===== config.mk =====
export PLATFORM = sky130hd
export DESIGN_NAME = multi_mode_ff_bank_flat
export DESIGN_NICKNAME = d
export VERILOG_FILES = /design/src/rtl/ff_bank_pkg.sv /design/src/rtl/multi_mode_ff_bank_if.sv /design/src/rtl/multi_mode_ff_bank_ff_cell.sv /design/src/rtl/multi_mode_ff_bank.sv /design/src/flat_wrapper.sv
export SDC_FILE = /design/constraint.sdc
export NUM_CORES = 1
export LEC_CHECK = 0
export ABC_AREA = 0
export ABC_CLOCK_PERIOD_IN_PS = 1930
export BUFFER_PORTS_ARGS = -buffer_cell sky130_fd_sc_hd__buf_2
export CAP_MARGIN = 20
export CORE_UTILIZATION = 45
export DETAILED_ROUTE_END_ITERATION = 10
export PLACE_DENSITY_LB_ADDON = 0.3
export SYNTH_ARGS = -nofsm -noshare
export SYNTH_HDL_FRONTEND = slang
export SYNTH_SLANG_ARGS = --single-unit

===== constraint.sdc =====
create_clock -name clk -period 1.93 [get_ports clk]
set_clock_uncertainty 0.2 [all_clocks]
set_input_delay 0.0965 -clock clk [delete_from_list [all_inputs] [get_ports clk]]
set_output_delay 0.0965 -clock clk [all_outputs]
set_load 0.005 [all_outputs]

===== src/rtl/ff_bank_pkg.sv =====
// Shared types and the per-bit next-state rule for the multi-mode flip-flop bank.
package ff_bank_pkg;

   typedef enum logic [1:0] {
      MODE_SR = 2'b00,
      MODE_JK = 2'b01,
      MODE_D  = 2'b10,
      MODE_T  = 2'b11
   } mode_e;

   // SR-mode response to the forbidden S=R=1 input
   localparam int POL_HOLD = 0;
   localparam int POL_SET  = 1;
   localparam int POL_RST  = 2;
   localparam int POL_TGL  = 3;

   function automatic logic next_bit(input mode_e mode, input int policy,
                                     input logic a, input logic b, input logic q);
      logic nxt;
      // NOTE: nxt gets a default before the case so every path assigns it; no latch-like hold is implied.
      nxt = q;
      case (mode)
         MODE_SR: begin
            case ({a, b})
               2'b10: nxt = 1'b1;
               2'b01: nxt = 1'b0;
               2'b11: begin
                  case (policy)
                     POL_SET: nxt = 1'b1;
                     POL_RST: nxt = 1'b0;
                     POL_TGL: nxt = ~q;
                     default: nxt = q;
                  endcase
               end
               default: nxt = q;
            endcase
         end
         MODE_JK: begin
            case ({a, b})
               2'b10:   nxt = 1'b1;
               2'b01:   nxt = 1'b0;
               2'b11:   nxt = ~q;
               default: nxt = q;
            endcase
         end
         MODE_D:  nxt = a;
         MODE_T:  nxt = q ^ a;
         default: nxt = q;
      endcase
      return nxt;
   endfunction

endpackage


===== src/rtl/multi_mode_ff_bank_if.sv =====
// Control/data bundle of the flip-flop bank; the bank is the slave side.
interface multi_mode_ff_bank_if
   import ff_bank_pkg::*;
#(
   parameter int WIDTH = 8,
   parameter int CNT_W = 8
);
   logic             en;
   mode_e            mode;
   logic [WIDTH-1:0] a;
   logic [WIDTH-1:0] b;
   logic             illegal_clr;
   logic [WIDTH-1:0] q;
   logic [WIDTH-1:0] q_bar;
   logic [WIDTH-1:0] illegal_flags;
   logic [CNT_W-1:0] illegal_cnt;

   modport master (
      output en, mode, a, b, illegal_clr,
      input  q, q_bar, illegal_flags, illegal_cnt
   );

   modport slave (
      input  en, mode, a, b, illegal_clr,
      output q, q_bar, illegal_flags, illegal_cnt
   );
endinterface


===== src/rtl/multi_mode_ff_bank_ff_cell.sv =====
// One storage bit of the bank plus its sticky SR-illegal flag.
module ff_cell
   import ff_bank_pkg::*;
#(
   parameter logic RESET_BIT      = 1'b0,
   parameter int   SR_BOTH_POLICY = POL_HOLD
) (
   input  logic  clk,
   input  logic  rst_n,
   input  logic  en,
   input  mode_e mode,
   input  logic  a,
   input  logic  b,
   input  logic  illegal_clr,
   output logic  q,
   output logic  illegal_flag,
   output logic  illegal_hit
);

   assign illegal_hit = en && (mode == MODE_SR) && a && b;

   // NOTE: sequential state uses non-blocking assignments so all cells update from pre-edge values.
   always_ff @(posedge clk or negedge rst_n) begin
      if (!rst_n) begin
         q            <= RESET_BIT;
         illegal_flag <= 1'b0;
      end else begin
         if (en)
            q <= next_bit(mode, SR_BOTH_POLICY, a, b, q);
         // a new illegal event beats a simultaneous clear
         if (illegal_hit)
            illegal_flag <= 1'b1;
         else if (illegal_clr)
            illegal_flag <= 1'b0;
      end
   end

endmodule


===== src/rtl/multi_mode_ff_bank.sv =====
// Bank of WIDTH runtime-selectable SR/JK/D/T flip-flops with illegal-SR tracking.
module multi_mode_ff_bank
   import ff_bank_pkg::*;
#(
   parameter int               WIDTH          = 8,
   parameter logic [WIDTH-1:0] RESET_VAL      = '0,
   parameter int               SR_BOTH_POLICY = POL_HOLD,
   parameter int               CNT_W          = 8
) (
   input logic                clk,
   input logic                rst_n,
   multi_mode_ff_bank_if.slave bus
);

   localparam logic [CNT_W-1:0] CNT_MAX = '1;

   logic [WIDTH-1:0] q_r;
   logic [WIDTH-1:0] flags_r;
   logic [WIDTH-1:0] hit;
   logic [CNT_W-1:0] cnt_r;

   for (genvar i = 0; i < WIDTH; i++) begin : g_cell
      ff_cell #(
         .RESET_BIT      (RESET_VAL[i]),
         .SR_BOTH_POLICY (SR_BOTH_POLICY)
      ) u_cell (
         .clk          (clk),
         .rst_n        (rst_n),
         .en           (bus.en),
         .mode         (bus.mode),
         .a            (bus.a[i]),
         .b            (bus.b[i]),
         .illegal_clr  (bus.illegal_clr),
         .q            (q_r[i]),
         .illegal_flag (flags_r[i]),
         .illegal_hit  (hit[i])
      );
   end

   // One count per cycle with any illegal bit; clear restarts the count at this cycle's event.
   always_ff @(posedge clk or negedge rst_n) begin
      if (!rst_n)
         cnt_r <= '0;
      else if (|hit)
         cnt_r <= bus.illegal_clr ? CNT_W'(1)
                : (cnt_r == CNT_MAX) ? cnt_r
                : cnt_r + CNT_W'(1);
      else if (bus.illegal_clr)
         cnt_r <= '0;
   end

   assign bus.q             = q_r;
   assign bus.q_bar         = ~q_r;
   assign bus.illegal_flags = flags_r;
   assign bus.illegal_cnt   = cnt_r;

endmodule


===== src/flat_wrapper.sv =====
// flat-port wrapper written by rule: the top's interface ports become plain ports
module multi_mode_ff_bank_flat import ff_bank_pkg::*;
#(
   parameter int               WIDTH          = 8,
   parameter logic [WIDTH-1:0] RESET_VAL      = '0,
   parameter int               SR_BOTH_POLICY = POL_HOLD,
   parameter int               CNT_W          = 8
)
  (clk, rst_n, bus_en, bus_mode, bus_a, bus_b, bus_illegal_clr, bus_q, bus_q_bar, bus_illegal_flags, bus_illegal_cnt);
  multi_mode_ff_bank_if #(.WIDTH(WIDTH), .CNT_W(CNT_W)) bus_i ();
  input logic clk;
  input logic rst_n;
  input wire logic [$bits(bus_i.en)-1:0] bus_en;
  input wire logic [$bits(bus_i.mode)-1:0] bus_mode;
  input wire logic [$bits(bus_i.a)-1:0] bus_a;
  input wire logic [$bits(bus_i.b)-1:0] bus_b;
  input wire logic [$bits(bus_i.illegal_clr)-1:0] bus_illegal_clr;
  output wire logic [$bits(bus_i.q)-1:0] bus_q;
  output wire logic [$bits(bus_i.q_bar)-1:0] bus_q_bar;
  output wire logic [$bits(bus_i.illegal_flags)-1:0] bus_illegal_flags;
  output wire logic [$bits(bus_i.illegal_cnt)-1:0] bus_illegal_cnt;
  assign bus_i.en = bus_en;
  assign bus_i.mode = bus_mode;
  assign bus_i.a = bus_a;
  assign bus_i.b = bus_b;
  assign bus_i.illegal_clr = bus_illegal_clr;
  assign bus_q = bus_i.q;
  assign bus_q_bar = bus_i.q_bar;
  assign bus_illegal_flags = bus_i.illegal_flags;
  assign bus_illegal_cnt = bus_i.illegal_cnt;
  multi_mode_ff_bank #(.WIDTH(WIDTH), .RESET_VAL(RESET_VAL), .SR_BOTH_POLICY(SR_BOTH_POLICY), .CNT_W(CNT_W)) u_core (.clk(clk), .rst_n(rst_n), .bus(bus_i));
endmodule

Word-level counts from Yosys, hierarchy flattened
Index checks and enable logic that the tools add are counted.
Storage, ports and cells
  flip-flop bits (word level): 24
  memory bits (read-only): 0
  memories kept: 0
  memory bits (writable): 0
  word-level logic and storage cells: 154
  input port bits: 22
  latch bits: 0
Cells by class
  bitwise operators: 17
  multipliers: 0
  muxes and demuxes: 37
  shift operators: 0
  equal/unequal tests: 45
  order comparisons: 0
  add/subtract/negate cells: 1
  reductions and logical operators: 37
  div/mod/pow operators: 0
Operators with widths (number)
  equality test 2 bit, second input constant: 18
  two-way mux 8 bit: 4
  != test 4 bit, second input constant: 8
  case mux 1 bit (4 select lines): 8
  case mux 1 bit (3 select lines): 8
  AND reduction 3 bit: 8
  != test 3 bit, second input constant: 7
  equality test 2 x 1 -> 1 bit, second input constant: 9
  nonzero test 2 bit: 9
  logical AND 1 bit: 17
  case mux 1 bit (2 select lines): 8
  two-way mux 1 bit: 9
  adder 8 x 1 -> 8 bit, second input constant: 1
  equality test 8 bit, second input constant: 1
  NOT 1 bit: 8
  NOT 8 bit: 1
  OR reduction 8 bit: 1
  XOR 1 bit: 8
  != test 3 x 1 -> 1 bit, second input constant: 1
  logical NOT 2 bit: 1
  != test 2 bit, second input constant: 1
  AND reduction 2 bit: 1

Logic depth before layout (Yosys ltp)
Gate-level depths: netlist (run 1).
  word-level depth: 7
  mapped depth: 7

Hierarchy
A second synthesis (run 1) with hierarchy kept.
Unflattened totals
  cells, all modules: 178
  area total of the unflattened synthesis: 1626.6 µm²
By module, submodules not included
  ff_cell: times used 8, area an instance 140.1 µm², cells each 15
  multi_mode_ff_bank: times used 1, area an instance 505.5 µm², cells each 58

Least setup slack after synthesis (run 1)
No wires, ideal clock.
  path kind: register to register
  start: reg u_core.cnt_r[2] (netlist: u_core.bus.illegal_cnt[2])
  end: reg u_core.cnt_r[4] (netlist: u_core.bus.illegal_cnt[4])
  period minus slack after synthesis: 1984 ps
  cell stages (with the launch flop): 7
  data required time: 1652 ps
  slack: -54 ps
  setup time: 78 ps
  data arrival time: 1706 ps
  cells stage by stage: dfrtp_1 and4_1 and2_4 and3_1 clkbuf_1 or4_1 a21oi_1
On the way
  longest elaborated chain between the ends: 4
  elaborated cells on any way between the ends: 7
  classes of those cells: 1 x add/sub; 2 x eq/ne; 3 x mux; 1 x reduce/logical
RTL lines
  start, declared: line multi_mode_ff_bank.sv:20  | logic [CNT_W-1:0] cnt_r;
  start signal, assigned: line multi_mode_ff_bank.sv:45  | cnt_r <= bus.illegal_clr ? CNT_W'(1)
  adder 8 x 1 -> 8 bit: line multi_mode_ff_bank.sv:47  | : cnt_r + CNT_W'(1);
  two-way mux 8 bit: line multi_mode_ff_bank.sv:46  | : (cnt_r == CNT_MAX) ? cnt_r
  two-way mux 8 bit: line multi_mode_ff_bank.sv:45
  two-way mux 8 bit: line multi_mode_ff_bank.sv:44  | else if (|hit)
Several ways; a longest one is shown, not always the timed one. The select of a mux whose other input is x is not followed.
A chain may end at the register's enable or synchronous reset.

Worst setup path in the final report (run 1)
  start: reg u_core.cnt_r[5] (netlist: u_core.bus.illegal_cnt[5])
  end: reg u_core.cnt_r[4] (netlist: u_core.bus.illegal_cnt[4])
On the way
  longest elaborated chain between the ends: 3
RTL lines (line)
  equality test 8 bit: multi_mode_ff_bank.sv:46
  != test 2 bit (no source line)
  AND reduction 2 bit (no source line)
No other way between the ends.

==> out/metrics.csv, run 1 <==
stage,metric,value,unit
worst_setup_path,critPathMaxFanout,9,
logic_synthesis,synth-seq-area-share,29.9,%
clocking,clk_latency,0.28,ns
logic_synthesis,syn-cell-area,2010,um^2
sta,hold_violations,0,
grt,grt_pass1_vias,1662,
worst_setup_path,worstSetupPathType,reg -> reg,
clocking,clkTransAtPathRegs,0.10,ns
drt,first_pass_iters,4,
logic_synthesis,yosys.area_share.adder,13.7,%
power_and_ir_drop,total_power,0.00148,W
grt,grt-ovfl-total,0,
clocking,hold_buffers,18,
logic_synthesis,synth_seq_cells,24,
logic_synthesis,synth_cell_types,37,
worst_setup_path,crit_buf_inv,0,
logic_synthesis,yosys-mux-area-fraction,6.97,%
power_and_ir_drop,switchingPower,0.000439,W
worst_setup_path,r2r_end,u_core.bus.illegal_cnt[4]$_DFFE_PN0P_,
grt,globalRouteTotalUtil,20.9,%
worst_setup_path,path_delay_family,simple AND/OR/NAND/NOR gates,
drt,ant_nets,0,
worst_setup_path,cp-start-kind,flop,
sta,slew_viol_final,0,
logic_synthesis,syn_nets,282,
logic_synthesis,ys_top_cells_by_area,"dfrtp_1 30%, ha_1 14%, nand2_1 6.7%, buf_4 6.0%, inv_1 5.6%",
drt,wirelength,4610,um
drt,routed_via_density,5.36,
logic_synthesis,synth_xor_area_share,0.871,%
worst_setup_path,r2r_slack,0.08,ns
worst_setup_path,max_stage_delay,0.46,ns
run_status,outcome,"finished, final reports clean",
worst_setup_path,cp_cell_sequence,"and4_1, and2_4, and3_4, or4_1, a21oi_1",
grt,grt_pass1_wl,7400,um
power_and_ir_drop,p_seq_share,40.3,%
worst_setup_path,crit_required,1.94,ns
logic_synthesis,synthSimpleGateAreaFrac,20.6,%
worst_setup_path,cp.depth,5,
logic_synthesis,synth-main-ff-cell,dfrtp_1,
floorplanning,ios,54,
sta,period_minus_slack,1.85,ns
finish,layout_common_cells,"53 x buf_2, 36 x nand2_1, 30 x inv_1",
worst_setup_path,r2r_cells,5,
worst_setup_path,r2r_start,u_core.bus.illegal_cnt[5]$_DFFE_PN0P_,
placed_design,port_buffers,53,
worst_setup_path,worstPathArrival,1.86,ns
power_and_ir_drop,swShare,29.7,%
power_and_ir_drop,vdd_ir_drop_max,0.000323,V
logic_synthesis,async_flop_share,100,%
finish,final_common_cell,buf_2,
drt,num_vias,1849,
logic_synthesis,synth_compound_area_share,13.8,%
sta,fin_crit_sh,96.1,%
logic_synthesis,avgSynthCellArea,8.45,um^2
clocking,clockBufferDepth,2,
power_and_ir_drop,power.leakage,1.25,nW
power_and_ir_drop,intPower,0.00104,W
logic_synthesis,netlist_instances,238,
worst_hold_path,hold_path.class,in -> reg,
finish,nets,340,
worst_setup_path,endpoint_kind,flop,
sta,worst_pin_slew,0.559,ns
finish,num_antenna_cells,0,
power_and_ir_drop,clkPwrFrac,31.2,%
clocking,cts_buffers,3,
drt,drt_iter0_drc,94,
worst_setup_path,slowest_stage,or4_1,
power_and_ir_drop,p_per_area,595,nW/um^2
worst_setup_path,endpoint,u_core.bus.illegal_cnt[4]$_DFFE_PN0P_,
sta,setup_viol,0,
drt,wire_per_inst,13.4,um
sta,relSlewSlack,62.7,%
clocking,cts_resized,0,
logic_synthesis,netlist.area_leader.share,29.9,%
floorplanning,start_util,48.5,%
floorplanning,die_area,4740,um^2
placed_design,place_hpwl,3320,um
floorplanning,die-width,68.8,um
clocking,root_buffer,clkbuf_8,
logic_synthesis,yosys_warnings,0,
sta,rsz0062_at_grt,false,
floorplanning,die_h,68.8,um
finish,drive_gt1_share,26.8,%
floorplanning,core-area,4140,um^2
power_and_ir_drop,combPwrFrac,28.4,%
logic_synthesis,synth-edff-count,0,
grt,antenna_found_initial,0,
grt,grt_max_degree,25,
worst_hold_path,hp-start,bus_illegal_clr,
clocking,htree_levels,1,
flow_run,drv_cap,0,
clocking,cts_setup_buffers,0,
placed_design,gp_congestion,0.797,
clocking,cts_tree,built,
worst_setup_path,critPathLaunch,u_core.bus.illegal_cnt[5]$_DFFE_PN0P_,
finish,area_growth,23.5,%
sta,clock.fmax,539,MHz
drt,route.detailed.drc,0,
clocking,clock-sinks,24,
logic_synthesis,synth_top_family_by_area,simple AND/OR/NAND/NOR gates,
logic_synthesis,synth_top_cell_by_area,dfrtp_1,
floorplanning,placementRows,23,
sta,setup_tns,0,ns
-- how the worst min path moves through the flow --
stage,to,slack (ns),cells after the start
5_1_grt,u_core.bus.illegal_cnt[1]$_DFFE_PN0P_,0.03,2
3_5_place_dp,u_core.bus.illegal_cnt[5]$_DFFE_PN0P_,-0.07,1
6_report,u_core.bus.illegal_cnt[3]$_DFFE_PN0P_,0.02,2
4_1_cts,u_core.bus.illegal_cnt[4]$_DFFE_PN0P_,0.007,2
3_3_place_gp,u_core.bus.illegal_cnt[6]$_DFFE_PN0P_,-0.08,1
2_1_floorplan,u_core.bus.illegal_cnt[0]$_DFFE_PN0P_,-0.40,0
-- layer usage --
layer	GRT usage (%)	share of wire, %	vias to the layer above
met5	0	0	-
met4	8.93	1.9	0
met3	3.13	3.4	8
met2	34.6	47	50
met1	26.7	48	863
li1	-	-	928
-- cell usage after synthesis (4+ instances only) --
cell	number
inv_1	30
a31oi_1	7
buf_4	16
o21ai_0	4
a21oi_1	9
clkbuf_1	8
mux2_2	8
nand3_1	13
or4_1	10
ha_1	22
dfrtp_1	24
mux2i_1	5
nand2_1	36
o22ai_1	13
-- power groups by stage --
| stage | Clock (W) | Combinational (W) | Sequential (W) |
|---|---|---|---|
| 3_3_place_gp | 0 | 0.000383 | 0.000603 |
| 6_report | 0.000462 | 0.000420 | 0.000596 |
| 2_1_floorplan | 0 | 0.000288 | 0.000594 |
| 5_1_grt | 0.000487 | 0.000474 | 0.000605 |
| 4_1_cts | 0.000465 | 0.000421 | 0.000594 |
| 3_5_place_dp | 0 | 0.000390 | 0.000604 |
-- state kept, by name, indices dropped and copies added, names as in the netlist --
register and flops:
u_core.bus.illegal_cnt 8, u_core.g_cell.u_cell.illegal_flag 8, u_core.g_cell.u_cell.q 8
-- cell type report --
class,instances,area [um^2]
Inverter,30,113
Tap cell,50,62.6
Multi-Input combinational cell,158,1130
Timing Repair Buffer,79,505
Fill cell,378,1660
Sequential cell,24,601
Clock buffer,3,41.3
Clock inverter,1,30.0
-- logic make-up after synthesis --
logic type / Yosys count
simple gates: 79
xor+xnor: 2
buf+inv: 56
mux: 13
flops: 24
fa+ha+maj: 22
compound gates: 42
-- through the flow --
| stage | hold WS (ns) | area, um^2 | setup WS [ns] | util, % | instances |
|---|---|---|---|---|---|
| floorplan | -0.399 | 2030 | 0.00358 | - | 238 |
| global placement | -0.0842 | 2230 | 0.133 | 53.8 | 323 |
| global route | 0.0310 | 2480 | 0.000183 | 59.9 | 345 |
| detailed placement | -0.0733 | 2230 | 0.0965 | 53.8 | 323 |
| CTS | 0.00703 | 2480 | 0.0771 | 59.9 | 345 |
| finish | 0.0183 | 2480 | 0.0755 | 59.9 | 345 |
Power figures use the tool's default switching activity.
==> run 2, diff against run 1 <==
Settings changed: ABC_CLOCK_PERIOD_IN_PS 1930 to 2100, CORE_UTILIZATION 45 to 40.
Clock period 1.93 ns to 2.1 ns, I/O delays scaled along.
==> run 2 against run 1 <==
  * Final area fell by 1.0%
  * First-iteration DRC count shrank 28%
  * Sequential power is 8.9% lower
  * Clock-buffer cell count up 1
  * Combinational power is 8.6% lower
  * Critical path type is now in -> reg
==> out/metrics.csv, run 2 (same netlist as run 1, synthesis figures left out) <==
stage,metric,value,unit,change
run_status,outcome,"finished, final reports clean",,
worst_setup_path,endpoint_kind,flop,,
finish,drive_gt1_share,26.8,%,about the same
clocking,clkTransAtPathRegs,0.09,ns,about the same
worst_hold_path,hold_path.class,in -> reg,,
floorplanning,start_util,42.0,%,-6.5 points
grt,grt_use_met2,29.4,%,-5.2 points
sta,slew_viol_final,0,,unchanged
drt,routed_via_density,4.97,,-7.2%
worst_setup_path,worstPathArrival,1.98,ns,+0.12 ns
clocking,clk_latency,0.26,ns,-0.02 ns
sta,setup_tns,0,ns,unchanged
power_and_ir_drop,power.leakage,1.23,nW,-1.9%
grt,globalRouteTotalUtil,16.9,%,-4.0 points
clocking,cts_setup_buffers,0,,unchanged
finish,final_cells,358,,+3.8%
drt,wire_per_inst,12.2,um,-8.8%
drt,num_vias,1780,,-3.7%
placed_design,placed_cells,337,,+4.3%
clocking,clock-sinks,24,,unchanged
worst_setup_path,critPathMaxFanout,4,,-5
power_and_ir_drop,vdd_ir_drop_max,0.000267,V,-18%
worst_setup_path,cp-start-kind,input port,,
placed_design,gp_congestion,0.789,,-0.93%
sta,clock.fmax,495,MHz,
drt,ant_nets,0,,unchanged
finish,stdcell_area,2460,um^2,-1.0%
clocking,clockBufferDepth,2,,unchanged
drt,drt_iter0_drc,68,,-28%
grt,grt_max_degree,25,,unchanged
finish,final_common_cell,buf_2,,
clocking,htree_levels,1,,unchanged
sta,period_minus_slack,2.02,ns,
floorplanning,die_h,72.9,um,+5.9%
drt,route.detailed.drc,0,,unchanged
worst_setup_path,crit_required,2.07,ns,+0.13 ns
placed_design,place_area,2220,um^2,-0.28%
finish,num_antenna_cells,0,,unchanged
floorplanning,die-width,72.9,um,+5.9%
sta,worst_pin_slew,0.588,ns,+0.0290 ns
finish,area_growth,22.2,%,
grt,grt_pass1_vias,1593,,-4.2%
grt,grt_use_met1,22.4,%,-4.3 points
grt,grt-ovfl-total,0,,unchanged
sta,fin_crit_sh,96.1,%,
sta,relSlewSlack,60.8,%,-1.9 points
floorplanning,placementRows,25,,+8.7%
placed_design,port_buffers,53,,unchanged
power_and_ir_drop,p_per_area,510,nW/um^2,-14%
clocking,cts_tree,built,,
grt,grt_most_used_layer,met2,,
floorplanning,core-area,4790,um^2,+15%
finish,nets,336,,-1.2%
grt,antenna_found_initial,0,,unchanged
floorplanning,die_area,5310,um^2,+12%
sta,hold-worst-slack,0.0153,ns,-0.00302 ns
worst_setup_path,worstSetupPathType,in -> reg,,
drt,first_pass_iters,4,,unchanged
finish,layout_common_cells,"53 x buf_2, 36 x nand2_1, 30 x inv_1",,
sta,rsz0062_at_grt,false,,
placed_design,place_hpwl,3170,um,-4.4%
sta,hold_violations,0,,unchanged
clocking,root_buffer,clkbuf_8,,
grt,use_met3,2.21,%,-0.92 points
sta,setup_viol,0,,unchanged
power_and_ir_drop,total_power,0.00125,W,-15%
floorplanning,ios,54,,unchanged
drt,wirelength,4370,um,-5.3%
clocking,cts_buffers,3,,unchanged
flow_run,drv_cap,0,,unchanged
grt,grt_pass1_wl,7070,um,-4.5%
[run 2: area by class of cell]
| type | count | area (um^2) |
|---|---|---|
| Clock buffer | 4 | 55.1 |
| Timing Repair Buffer | 75 | 473 |
| Fill cell | 464 | 2330 |
| Tap cell | 67 | 83.8 |
| Sequential cell | 24 | 601 |
| Multi-Input combinational cell | 158 | 1130 |
| Inverter | 30 | 113 |
[run 2: what timing repair did]
item | CTS | global route
gates resized for setup | 0 | 3
endpoints found under the hold margin | 33 | 0
hold buffers | 17 | 0
setup endpoints to repair | 0 | 3
[run 2: routing by layer]
metal / vias up / share of wire (%)
li1: 927 / -
met1: 810 / 49
met2: 39 / 47
met3: 4 / 3.2
met4: 0 / 0.69
met5: - / 0
[run 2: worst max-delay path, stage by stage]
cell and delay (ns):
dlygate4sd3_1 0.53, buf_2 0.14, inv_1 0.07, ha_1 0.19, or4_1 0.52, nand3_1 0.10
mux2_2 0.33
[run 2: path summary, 6_finish.rpt]
check	startpoint	end	slack [ns]	cells past startpoint
setup / recovery	bus_a[1]	u_core.g_cell[1].u_cell.q$_DFFE_PN0P_	0.08	7
hold / removal	bus_illegal_clr	u_core.bus.illegal_cnt[3]$_DFFE_PN0P_	0.02	2
setup reg to reg	u_core.bus.illegal_cnt[3]$_DFFE_PN0P_	u_core.bus.illegal_cnt[3]$_DFFE_PN0P_	0.13	5
hold reg to reg	u_core.g_cell[6].u_cell.illegal_flag$_DFFE_PN0P_	u_core.g_cell[6].u_cell.illegal_flag$_DFFE_PN0P_	0.33	2
max in group asynchronous	rst_n	u_core.g_cell[7].u_cell.illegal_flag$_DFFE_PN0P_	1.14	2
min in group asynchronous	rst_n	u_core.g_cell[6].u_cell.q$_DFFE_PN0P_	0.16	2
[run 2: report_power, final]
part	switching [W]	total [W]	internal [W]
combinational	0.000192	0.000384	0.000192
sequential	0.0000374	0.000543	0.000506
clock	0.000158	0.000325	0.000168
[run 2: per-stage QoR]
step	utilization [%]	worst slack, ns
6_report	51.3	0.0809
5_1_grt	51.3	0.0197
4_1_cts	51.2	0.0907
3_5_place_dp	46.5	0.120
3_3_place_gp	46.5	0.143
2_1_floorplan	-	0.116
==> run 3, diff against run 2 <==
--- a/config.mk
+++ b/config.mk
@@ -13,3 +13,3 @@
 export DETAILED_ROUTE_END_ITERATION = 10
-export PLACE_DENSITY_LB_ADDON = 0.3
+export PLACE_DENSITY = 0.63
 export SYNTH_ARGS = -nofsm -noshare
==> constraint.sdc (replaced) <==
create_clock -name clk -period 2.1 [get_ports clk]
set_clock_uncertainty 0.2 [all_clocks]
set_input_delay 0.63 -clock clk [delete_from_list [all_inputs] [get_ports clk]]
set_output_delay 0.63 -clock clk [all_outputs]
set_load 0.005 [all_outputs]
==> run 3 against run 2 <==
  * Sequential share of layout area fell by 0.17 points
  * Clock-buffer cell count did not move
  * Largest cell class unchanged
  * Via count rose by 1.8%
  * Largest power group unchanged
  * Critical path type unchanged
  * Worst hold slack improved by 0.12 ns
==> out/metrics.csv, run 3 (same netlist as run 1, synthesis figures left out) <==
stage,metric,value,unit,change
clocking,clk_latency,0.27,ns,about the same
worst_setup_path,r2r_end,u_core.bus.illegal_cnt[3]$_DFFE_PN0P_,,
sta,relSlewSlack,63.8,%,+3.0 points
clocking,cts_setup_buffers,0,,unchanged
sta,setup_viol,0,,unchanged
worst_setup_path,slowest_stage,or4_1,,
grt,grt_pass1_vias,1656,,+4.0%
flow_run,drv_cap,0,,unchanged
sta,hold_violations,0,,unchanged
sta,slew_viol_final,0,,unchanged
worst_setup_path,r2r_slack,0.15,ns,+0.02 ns
worst_setup_path,worstSetupPathType,in -> reg,,
drt,routed_via_density,4.94,,-0.70%
drt,first_pass_iters,4,,unchanged
worst_setup_path,endpoint_kind,flop,,
finish,final_cells,367,,+2.5%
worst_setup_path,r2r_cells,5,,unchanged
worst_setup_path,path_delay_family,simple AND/OR/NAND/NOR gates,,
worst_setup_path,cp-start-kind,input port,,
worst_setup_path,cp_cell_sequence,"buf_2, inv_1, ha_1, or4_1, nand3_1, mux2_2",,
placed_design,place_area,2420,um^2,+8.8%
clocking,cts_tree,built,,
worst_hold_path,hold_path.class,in -> async,,
drt,drt_iter0_drc,63,,-7.4%
finish,nFillCells,475,,+2.4%
finish,final_common_cell,buf_2,,
drt,route.detailed.drc,0,,unchanged
finish,num_antenna_cells,0,,unchanged
sta,rsz0062_at_grt,false,,
drt,wire_per_inst,11.9,um,-2.7%
sta,period_minus_slack,1.99,ns,-0.0280 ns
power_and_ir_drop,power.leakage,1.29,nW,+5.3%
finish,nets,345,,+2.7%
floorplanning,die_area,5310,um^2,unchanged
run_status,outcome,"finished, final reports clean",,
placed_design,placed_cells,363,,+7.7%
worst_setup_path,cp.depth,6,,-1
worst_setup_path,max_stage_delay,0.53,ns,about the same
clocking,cts_resized,0,,unchanged
finish,area_growth,23.1,%,
drt,wirelength,4360,um,-0.25%
finish,stdcell_area,2470,um^2,+0.71%
placed_design,gp_congestion,0.754,,-4.4%
power_and_ir_drop,vdd_ir_drop_max,0.000225,V,-16%
worst_setup_path,r2r_start,u_core.bus.illegal_cnt[5]$_DFFE_PN0P_,,
grt,globalRouteTotalUtil,17.7,%,+0.90 points
placed_design,place_hpwl,3440,um,+8.4%
grt,grt_pass1_wl,7380,um,+4.4%
sta,fin_crit_sh,94.8,%,-1.3 points
clocking,root_buffer,clkbuf_8,,
grt,antenna_found_initial,0,,unchanged
clocking,htree_levels,1,,unchanged
drt,num_vias,1812,,+1.8%
placed_design,port_buffers,53,,unchanged
power_and_ir_drop,p_per_area,510,nW/um^2,about the same
sta,fin_ws,0.109,ns,+0.0280 ns
drt,ant_nets,0,,unchanged
floorplanning,placementRows,25,,unchanged
floorplanning,die_h,72.9,um,unchanged
clocking,clock-sinks,24,,unchanged
worst_setup_path,crit_required,2.06,ns,about the same
sta,hold-worst-slack,0.132,ns,+0.116 ns
finish,layout_common_cells,"53 x buf_2, 36 x nand2_1, 31 x buf_4",,
sta,worst_pin_slew,0.543,ns,-0.0445 ns
clocking,cts_buffers,3,,unchanged
floorplanning,core-area,4790,um^2,unchanged
worst_setup_path,worstPathArrival,1.95,ns,-0.03 ns
floorplanning,ios,54,,unchanged
grt,grt-ovfl-total,0,,unchanged
worst_setup_path,crit_buf_inv,2,,-1
grt,grt_max_degree,25,,unchanged
floorplanning,start_util,42.0,%,unchanged
finish,drive_gt1_share,33.7,%,+6.9 points
placed_design,post-place-ws,-0.176,ns,-0.296 ns
clocking,clkTransAtPathRegs,0.09,ns,about the same
sta,clock.fmax,502,MHz,+1.4%
worst_setup_path,critPathMaxFanout,4,,unchanged
floorplanning,die-width,72.9,um,unchanged
clocking,clockBufferDepth,2,,unchanged
clocking,hold_buffers,0,,-17
==> run 3: cell count changes in the layout (fill, tap and decap cells not counted), sizes merged <==
cell / delta
buf: +26
dlygate4sd3: -17
==> run 3: layer usage <==
layer	vias to the layer above	part of all wire, %	GRT usage (%)
met3	4	2.1	1.66
li1	937	-	-
met1	844	49	23.5
met5	-	0	0
met4	0	0.87	3.92
met2	27	48	31.4
==> run 3: worst register-to-register path, cell delays in order, from the launching register on <==
cell and delay, ns:
dfrtp_1 0.41, and4_1 0.21, and2_4 0.17, and3_1 0.26, or4_1 0.49, a21oi_1 0.15
==> run 3: through the flow <==
step                power (W)  setup TNS (ns)  util, %
floorplan            0.000811               0        -
global placement     0.000945           -1.22     50.6
detailed placement   0.000954           -1.38     50.6
CTS                   0.00128               0     51.7
global route          0.00135               0     51.7
finish                0.00126               0     51.7
==> run 3: layout make-up <==
type / instances / area, um^2 / area share [%]
multi-input cells: 158 / 1120 / 45.5
flip-flops and latches: 24 / 601 / 24.3
repair buffers: 84 / 498 / 20.1
inverters: 30 / 113 / 4.55
well taps: 67 / 83.8 / 3.39
clock buffers: 4 / 55.1 / 2.22
==> run 3: power breakdown <==
group	internal, W	leakage, nW	switching, W	total (W)
logic	0.000199	0.956	0.000192	0.000391
clock network	0.000168	0.0288	0.000155	0.000323
registers	0.000506	0.308	0.0000421	0.000548
==> run 3: worst max path at each step <==
stage / startpoint / end / slack (ns)
final: bus_a[7] / u_core.g_cell[7].u_cell.q$_DFFE_PN0P_ / 0.11
after floorplan: bus_mode[1] / u_core.bus.illegal_cnt[4]$_DFFE_PN0P_ / 0.02
after detailed placement: bus_a[5] / u_core.g_cell[5].u_cell.q$_DFFE_PN0P_ / -0.18
after global routing: bus_a[5] / u_core.g_cell[5].u_cell.q$_DFFE_PN0P_ / 0.03
after CTS: bus_a[5] / u_core.g_cell[5].u_cell.q$_DFFE_PN0P_ / 0.12
after global placement: bus_a[4] / u_core.g_cell[4].u_cell.q$_DFFE_PN0P_ / -0.16
